===== config.mk =====
export PLATFORM = sky130hd
export DESIGN_NAME = dma_lsu_initiator
export DESIGN_NICKNAME = d
export VERILOG_FILES = /design/src/rtl/SOPHON_PKG.sv /design/src/rtl/dma_lsu_initiator.sv
export SDC_FILE = /design/constraint.sdc
export NUM_CORES = 1
export LEC_CHECK = 0
export BUFFER_PORTS_ARGS = -buffer_cell sky130_fd_sc_hd__buf_2
export CORE_AREA = 4 4 144 146
export CTS_CLUSTER_SIZE = 28
export DETAILED_ROUTE_END_ITERATION = 6
export DIE_AREA = 0 0 148 150
export GPL_TIMING_DRIVEN = 0
export MAX_ROUTING_LAYER = met4
export PLACE_DENSITY = 0.74
export REMOVE_ABC_BUFFERS = 1
export SLEW_MARGIN = 5
export SYNTH_ARGS = -nofsm -noshare
export SYNTH_HDL_FRONTEND = slang
export SYNTH_SLANG_ARGS = --single-unit

===== constraint.sdc =====
create_clock -name clk_i -period 6.1 [get_ports clk_i]
set_input_delay 1.22 -clock clk_i [delete_from_list [all_inputs] [get_ports clk_i]]
set_output_delay 1.22 -clock clk_i [all_outputs]
set_load 0.03 [all_outputs]

===== src/rtl/SOPHON_PKG.sv =====
// Shared LSU bus types: the request/response channel between initiators and the DRAM arbiter.
package SOPHON_PKG;

    typedef struct packed {
        logic        req;
        logic [31:0] addr;
        logic [31:0] wdata;
        logic        we;
        logic [3:0]  strb;
    } lsu_req_t;

    typedef struct packed {
        logic        ack;
        logic        error;
        logic [31:0] rdata;
    } lsu_ack_t;

    localparam logic [3:0]  LSU_STRB_WORD  = 4'hF;
    localparam logic [31:0] LSU_WORD_BYTES = 32'd4;

endpackage


===== src/rtl/dma_lsu_initiator.sv =====
// Word-granular DMA engine: copies src->dst or fills dst with a pattern over one LSU port.
// Copy is read/capture/write per word; fill is a write per cycle with zero-wait acks.
module dma_lsu_initiator
    import SOPHON_PKG::*;
#(
    parameter int MAX_LEN_W = 16
) (
    input  logic                 clk_i,
    input  logic                 rst_i,
    input  logic                 start_i,
    input  logic                 mode_i,
    input  logic [31:0]          src_addr_i,
    input  logic [31:0]          dst_addr_i,
    input  logic [MAX_LEN_W-1:0] len_i,
    input  logic [31:0]          pattern_i,
    output logic                 busy_o,
    output logic                 done_o,
    output logic                 err_o,
    output lsu_req_t             dram_req_o,
    input  lsu_ack_t             dram_ack_i
);

    typedef enum logic [2:0] {IDLE, RD_REQ, RD_DATA, WR_REQ, DONE} state_t;

    state_t                 r_state;
    state_t                 w_next;
    logic                   r_mode;
    logic [31:0]            r_src;
    logic [31:0]            r_dst;
    logic [MAX_LEN_W-1:0]   r_cnt;
    logic [31:0]            r_data;
    logic [31:0]            r_pattern;
    logic                   r_err;

    logic w_start;
    logic w_ack_ok;
    logic w_ack_err;

    // Acks only count while a request is actually on the bus.
    assign w_start   = (r_state == IDLE) && start_i;
    assign w_ack_ok  = dram_req_o.req && dram_ack_i.ack && !dram_ack_i.error;
    assign w_ack_err = dram_req_o.req && dram_ack_i.ack && dram_ack_i.error;

    assign busy_o = (r_state != IDLE) || start_i;
    assign done_o = (r_state == DONE);
    assign err_o  = r_err;

    // State register; reset abandons any transfer in flight.
    always_ff @(posedge clk_i or posedge rst_i) begin
        if (rst_i) r_state <= IDLE;
        else       r_state <= w_next;
    end

    // Next-state and bus request; request fields are zero whenever req is low.
    always_comb begin
        w_next     = r_state;
        dram_req_o = '0;
        unique case (r_state)
            IDLE: begin
                if (start_i) begin
                    if (len_i == '0) w_next = DONE;
                    else if (mode_i) w_next = WR_REQ;
                    else             w_next = RD_REQ;
                end
            end
            RD_REQ: begin
                dram_req_o.req  = 1'b1;
                dram_req_o.addr = r_src;
                dram_req_o.strb = LSU_STRB_WORD;
                if (dram_ack_i.ack) w_next = dram_ack_i.error ? DONE : RD_DATA;
            end
            RD_DATA: w_next = WR_REQ;
            WR_REQ: begin
                dram_req_o.req   = 1'b1;
                dram_req_o.we    = 1'b1;
                dram_req_o.addr  = r_dst;
                dram_req_o.strb  = LSU_STRB_WORD;
                dram_req_o.wdata = r_mode ? r_pattern : r_data;
                if (dram_ack_i.ack) begin
                    if (dram_ack_i.error || r_cnt == MAX_LEN_W'(1)) w_next = DONE;
                    else if (r_mode)                                 w_next = WR_REQ;
                    else                                             w_next = RD_REQ;
                end
            end
            DONE:    w_next = IDLE;
            default: w_next = IDLE;
        endcase
    end

    // Config latch, read-data capture, per-word advance and sticky error.
    always_ff @(posedge clk_i or posedge rst_i) begin
        if (rst_i) begin
            r_mode    <= 1'b0;
            r_src     <= '0;
            r_dst     <= '0;
            r_cnt     <= '0;
            r_data    <= '0;
            r_pattern <= '0;
            r_err     <= 1'b0;
        end else begin
            if (w_start) begin
                r_err <= 1'b0;
                if (len_i != '0) begin
                    r_mode    <= mode_i;
                    r_src     <= src_addr_i;
                    r_dst     <= dst_addr_i;
                    r_cnt     <= len_i;
                    r_pattern <= pattern_i;
                end
            end
            // rdata arrives the cycle after the read ack
            if (r_state == RD_DATA) r_data <= dram_ack_i.rdata;
            if (r_state == WR_REQ && w_ack_ok) begin
                r_src <= r_src + LSU_WORD_BYTES;
                r_dst <= r_dst + LSU_WORD_BYTES;
                r_cnt <= r_cnt - MAX_LEN_W'(1);
            end
            if (w_ack_err) r_err <= 1'b1;
        end
    end

endmodule

==> key figures, run 1 <==
Status
  • Status: finished, final reports clean

Floorplanning
  • Die footprint: 22200 um^2
  • Die Height: 150 um
  • Number of placed I/O pins: 223
  • Area of the core: 19400 um^2
  • Initial core utilization: 42.7%
  • Num rows: 51
  • Die extent in x: between 100 and 150 um

Detailed routing
  • Routed length per instance: approximately 18 um
  • Post-DR vias/cell: approximately 5.6
  • Iteration-0 DRC Markers: 531
  • Final wirelength: 24.7 mm
  • Total via count after detailed routing: 7863
  • First-pass detailed-route iteration total: 5
  • Post-route antenna net violation count: 0
  • DRC violations left: 0

Clock tree
  • Clock insertion delay at the later pin of the skew report: ~0.42 ns
  • Clock-pin slew reported for the worst setup and hold paths after clock tree synthesis: about 0.060 ns
  • CTS H-tree lvls: 4
  • Clock tree sinks: 149
  • Number of buffers on the longest clock path: 2
  • Cell at the root of the clock tree: sky130_fd_sc_hd__clkbuf_16
  • TritonCTS Buffers: 17
  • TritonCTS clock tree: done
  • Number of buffers inserted by post-CTS setup repair: 0
  • CTS resizes: 0
  • Hold-fix buffers, CTS: 0

Global route
  • Global-route wire length before repair: 39.1 mm
  • Antenna violations before repair: 3
  • Pin count of the biggest net entering global routing: 79
  • Via count of the first global-routing pass: 7602
  • Overflow after GRT: 0
  • Total routing resource utilization after global routing: 22.6%

Placement
  • Dpl ws: 2.01 ns
  • Port Buf Inserts: 222
  • Count of placed standard cells including taps: 1362
  • Post-DP HPWL: 17.4 mm
  • Cell area after placement: 9650 um^2
  • Weighted congestion at the end of routability-driven global placement: just over 0.8

Critical path
  • Capturing instance or port of the critical path: dram_req_o[8]
  • Setup slack of the most critical reg-to-reg path: roughly 2.9 ns
  • R2R depth: 7
  • Endpoint of the worst-slack reg-to-reg timing path: r_dst[20]
  • Critical path startpoint category: flop
  • Element type at the critical path end: output pin
  • Critical path fanouts, max: 34
  • Maximum cell stage delay along the critical path: 0.55 ns
  • Critical register-to-register path startpoint: r_state[1]
  • Endpoint arrival time on the critical path: 2.89 ns
  • Required time of the critical path: 4.88 ns
  • Critical path launch point: r_state[0]
  • Startpoint-to-endpoint class of the critical path: flop to output pin
  • Slowest stage cell, crit path: sky130_fd_sc_hd__dfrtp_1
  • List of cells traversed by the critical path: nand2b_2 -> inv_1 -> nand2_2 -> nor2_1 -> buf_2

STA
  • Min Tclk post-route: 4.11 ns
  • Fin. Hold Viols: 0
  • Maximum clock skew at final layout: roughly 0.015 ns
  • Slew of the pin with the lowest slew margin: 1.33 ns
  • Sum Neg Setup Slack: 0 ns
  • Ratio of final minimum period to clock period: around two thirds
  • Worst hold margin: roughly 0.47 ns
  • Count of final max-slew check failures: 0
  • Peak clock frequency supported by timing: 243 MHz
  • Final worst setup slack: 1.99 ns
  • Unrepaired setup endpoints after global routing: no
  • Worst slew margin relative to its limit: 11.5%
  • Number of endpoints failing setup at the final stage: 0

Synthesis
  • Seq cells post-synth: between 100 and 150
  • Most used DFF post-synth: sky130_fd_sc_hd__dfrtp_1
  • Post-synthesis instance area: 8280 um^2
  • Number of instances in the synthesized netlist: 925
  • Synth top area share: 45.1%
  • Register area share after synthesis: 45.1%
  • Number of library cell types mapped by synthesis: 54
  • Mean instance size in the synthesized netlist: between 8 and 9 um^2
  • Cells taking the most area after synthesis: sky130_fd_sc_hd__dfrtp_1 (45%), sky130_fd_sc_hd__nand2_1 (8.8%), sky130_fd_sc_hd__mux2i_1 (7.7%)
  • Async S/R FF share, synth: 100%
  • Area leader, netlist: sky130_fd_sc_hd__dfrtp_1
  • Number of flops mapped to enable cells by yosys: 0
  • Yosys warning total: 0

Cells and area
  • Share of cells above drive strength 1: 27.7%
  • Final cell area excluding filler cells: 10200 um^2
  • Number of nets in the layout: 1270
  • Final std cells w/o fill: around 1400
  • Commonest non-fill, non-tap cells in the layout: sky130_fd_sc_hd__buf_2 (222), sky130_fd_sc_hd__nand2_1 (192), sky130_fd_sc_hd__dfrtp_1 (147)
  • Layout Area Growth over Synthesis: 23.9%
  • Most common cell after layout, fill and taps aside: sky130_fd_sc_hd__buf_2

Pwr
  • Pwr/cell area: 511 nW/um^2
  • Leakage power summed over all cells: 4.79 nW
  • Peak VDD IR: 0.244 mV

Worst hold path
  • Class of the tightest hold or removal check: flop to flop

Flow run
  • Max-capacitance violation count: 0
==> logic make-up (layout without fill, tap and decap cells) <==
kind of cell	Yosys count	after routing	synth area share, %
buf+inv	86	289	4.48
simple gates	454	454	25.7
compound gates	136	136	12.0
other cells	0	3	0
mux	96	96	12.1
flops	149	149	45.1
fa+ha+maj	4	4	0.605
==> stage by stage <==
step / utilization [%] / power [W]
floorplan: - / 0.00346
global placement: 48.7 / 0.00410
detailed placement: 49.7 / 0.00418
CTS: 52.8 / 0.00526
global route: 52.8 / 0.00559
finish: 52.8 / 0.00524
==> flip-flops by register name (all words and copies together), names as in the netlist <==
register   flops
r_mode         1
r_data        32
r_src         32
r_state        3
r_dst         32
r_cnt         16
err_o          1
r_pattern     32
==> worst min path at each step <==
stage,cells after the start,slack (ns),from,end
3_5_place_dp,2,0.46,r_pattern[21],r_pattern[21]
2_1_floorplan,2,0.44,r_src[0],r_src[0]
3_3_place_gp,2,0.46,r_pattern[4],r_pattern[4]
6_report,2,0.47,r_pattern[16],r_pattern[16]
4_1_cts,2,0.48,r_pattern[21],r_pattern[21]
5_1_grt,2,0.51,r_pattern[24],r_pattern[24]
==> layer usage <==
layer  track usage (%)  vias to the layer above  part of all wire [%]
met3              3.85                       37                   5.3
met4              7.16                        0                   1.8
met5                 -                        -                     0
met1              29.5                     3847                    44
li1                  -                     3701                     -
met2              36.0                      278                    49
==> cell usage after synthesis, types with 8 or more instances <==
| library cell | count |
|---|---|
| sky130_fd_sc_hd__nor3_1 | 20 |
| sky130_fd_sc_hd__nand2_1 | 194 |
| sky130_fd_sc_hd__or3_1 | 14 |
| sky130_fd_sc_hd__buf_2 | 23 |
| sky130_fd_sc_hd__dfrtp_1 | 149 |
| sky130_fd_sc_hd__inv_1 | 25 |
| sky130_fd_sc_hd__nand3_1 | 67 |
| sky130_fd_sc_hd__a21oi_1 | 16 |
| sky130_fd_sc_hd__mux2i_1 | 64 |
| sky130_fd_sc_hd__o211ai_1 | 43 |
| sky130_fd_sc_hd__mux2_2 | 32 |
| sky130_fd_sc_hd__nor2_1 | 84 |
| sky130_fd_sc_hd__o311ai_0 | 22 |
| sky130_fd_sc_hd__clkbuf_1 | 24 |
| sky130_fd_sc_hd__o21ai_0 | 18 |
| sky130_fd_sc_hd__nand4_1 | 24 |
| sky130_fd_sc_hd__buf_1 | 8 |
==> final cells by class <==
class | count | area (um^2)
fillers | 1909 | 9150
multi-input cells | 690 | 4200
flip-flops and latches | 149 | 3730
repair buffers | 232 | 1290
clock buffers | 19 | 433
well taps | 265 | 332
clock inverters | 12 | 156
inverters | 26 | 105
diodes | 3 | 7.51
==> where the power goes <==
group          internal, W  leakage (nW)  switching [W]
Sequential         0.00147          1.83       0.000506
Combinational     0.000882          2.68        0.00132
Clock             0.000642         0.275       0.000424
Total              0.00299          4.79        0.00225
==> worst max-delay path: cells and delay by family (launching register included) <==
kind,cells,cell delay [ns]
buf+inv,2,0.62
flops,1,0.55
simple gates,3,1.29
Power figures use the tool's default switching activity.
==> inputs of run 2 (changes only) <==
Settings changed: PLACE_DENSITY 0.74 to 0.76.
Clock period 6.1 ns to 3.7 ns, I/O delays scaled along.
==> key figures, run 2 (synthesized netlist as in run 1, its figures left out) <==
Clock tree
  • CTS H-tree lvls: 4
  • TritonCTS clock tree: done
  • Number of buffers on the longest clock path: 2
  • TritonCTS Buffers: 17
  • Clock tree sinks: 149
  • Clock-pin slew reported for the worst setup and hold paths after clock tree synthesis: 0.06 ns
  • Clock insertion delay at the later pin of the skew report: 0.43 ns
  • Cell at the root of the clock tree: sky130_fd_sc_hd__clkbuf_16

Pwr
  • Pwr/cell area: 841 nW/um^2
  • Leakage power summed over all cells: 4.78 nW
  • Peak VDD IR: roughly 0.43 mV

Global route
  • Met2 Resource Use GR: around 37%
  • Total routing resource utilization after global routing: a little under a quarter
  • Global-route wire length before repair: 39.1 mm
  • Busiest grt layer: met2
  • Pin count of the biggest net entering global routing: between 80 and 90
  • Global routing met1 resource utilization: 28.7%
  • Antenna violations before repair: 6
  • Met3 track utilization from global routing: 3.27%
  • Via count of the first global-routing pass: 7715
  • Overflow after GRT: 0

Cells and area
  • Layout Area Growth over Synthesis: 23.7%
  • Number of fill cells in the layout: 1831
  • Number of nets in the layout: 1269
  • Commonest non-fill, non-tap cells in the layout: sky130_fd_sc_hd__buf_2 (222), sky130_fd_sc_hd__nand2_1 (192), sky130_fd_sc_hd__dfrtp_1 (147)
  • Most common cell after layout, fill and taps aside: sky130_fd_sc_hd__buf_2
  • Share of cells above drive strength 1: ~28%
  • Final cell area excluding filler cells: around 10000 um^2

Critical path
  • Required time of the critical path: 2.96 ns
  • Endpoint arrival time on the critical path: about 2.7 ns
  • Element type at the critical path end: output pin
  • Critical path startpoint category: flop
  • Startpoint-to-endpoint class of the critical path: flop to output pin
  • Critical path fanouts, max: 34
  • R2R depth: 6

Floorplanning
  • Die Height: 150 um
  • Area of the core: 19400 um^2
  • Initial core utilization: 42.7%
  • Number of placed I/O pins: 223
  • Die extent in x: 148 um
  • Num rows: between 50 and 60
  • Die footprint: 22200 um^2

STA
  • Unrepaired setup endpoints after global routing: no
  • Slew of the pin with the lowest slew margin: 1.31 ns
  • Worst slew margin relative to its limit: 12.5%
  • Fin. Hold Viols: 0
  • Min Tclk post-route: between 3 and 4 ns
  • Ratio of final minimum period to clock period: 91.9%
  • Number of endpoints failing setup at the final stage: 0
  • Count of final max-slew check failures: 0
  • Peak clock frequency supported by timing: 294 MHz
  • Maximum clock skew at final layout: 0.0101 ns
  • Final worst setup slack: just under 0.3 ns

Detailed routing
  • DRC violations left: 0
  • Final wirelength: 24.9 mm
  • Post-route antenna net violation count: 0
  • Total via count after detailed routing: 7853
  • Iteration-0 DRC Markers: 656
  • Post-DR vias/cell: approximately 5.6
  • First-pass detailed-route iteration total: 5
  • Routed length per instance: 17.8 um

Placement
  • Dpl ws: -0.463 ns
  • Cell area after placement: around 9600 um^2
  • Post-DP HPWL: 17.5 mm
  • Port Buf Inserts: 222
  • Weighted congestion at the end of routability-driven global placement: 0.856

Worst hold path
  • Class of the tightest hold or removal check: input pin to async pin

Status
  • Status: finished, final reports clean

Flow run
  • Max-capacitance violation count: 0
run 2: report_power, final:
part           switching [W]  total, W  leakage, nW  internal [W]
logic                0.00218   0.00364         2.68       0.00146
registers           0.000844   0.00326         1.83       0.00242
clock network       0.000702   0.00171        0.270       0.00101
total                0.00373   0.00862         4.78       0.00489
run 2: stage by stage:
step	instances	utilization (%)	hold WS (ns)	power (W)	TNS [ns]
CTS	1393	52.7	0.367	0.00864	0
global placement	1352	48.7	0.458	0.00675	-786.77
finish	1399	52.8	0.341	0.00862	0
floorplan	865	-	0.445	0.00570	-233.58
global route	1399	52.8	0.389	0.00918	0
detailed placement	1361	49.7	0.463	0.00691	-12.57
run 2: path summary, 6_finish.rpt:
check	from	endpoint	slack (ns)
max in group asynchronous	rst_i	r_src[19]	2.56
hold / removal	rst_i	r_data[13]	0.34
hold reg to reg	r_pattern[31]	r_pattern[31]	0.48
min in group clk_i	r_pattern[31]	r_pattern[31]	0.48
setup / recovery	r_state[0]	dram_req_o[11]	0.30
setup reg to reg	r_state[1]	r_dst[20]	0.39
run 2: layer usage:
metal / up-vias / share of wire, %
met5: - / 0
met4: 0 / 2.7
met3: 50 / 5.2
met2: 257 / 49
met1: 3840 / 43
li1: 3706 / -
run 2: final cells by class:
class                      instances  area, um^2  share of cell area (%)
multi-input combinational        690        4210                    41.1
sequential                       149        3730                    36.4
timing repair buffer             231        1270                    12.4
clock buffer                      21         450                    4.40
tap                              265         332                    3.24
clock inverter                    11         126                    1.23
inverter                          26         105                    1.03
antenna                            6        15.0                   0.147
run 2: critical path: stages, from the launching register on:
cell and delay [ns]:
sky130_fd_sc_hd__dfrtp_1 0.58, sky130_fd_sc_hd__nand2b_4 0.33, sky130_fd_sc_hd__inv_1 0.29, sky130_fd_sc_hd__nand2_2 0.46, sky130_fd_sc_hd__nor2_1 0.32, sky130_fd_sc_hd__buf_2 0.24
run 2: timing repair:
item / in CTS / in global routing
hold buffers: 0 / 0
setup endpoints to repair: 33 / 34
gates cloned: 0 / 0
resized for setup: 2 / 2
setup buffers: 0 / 0
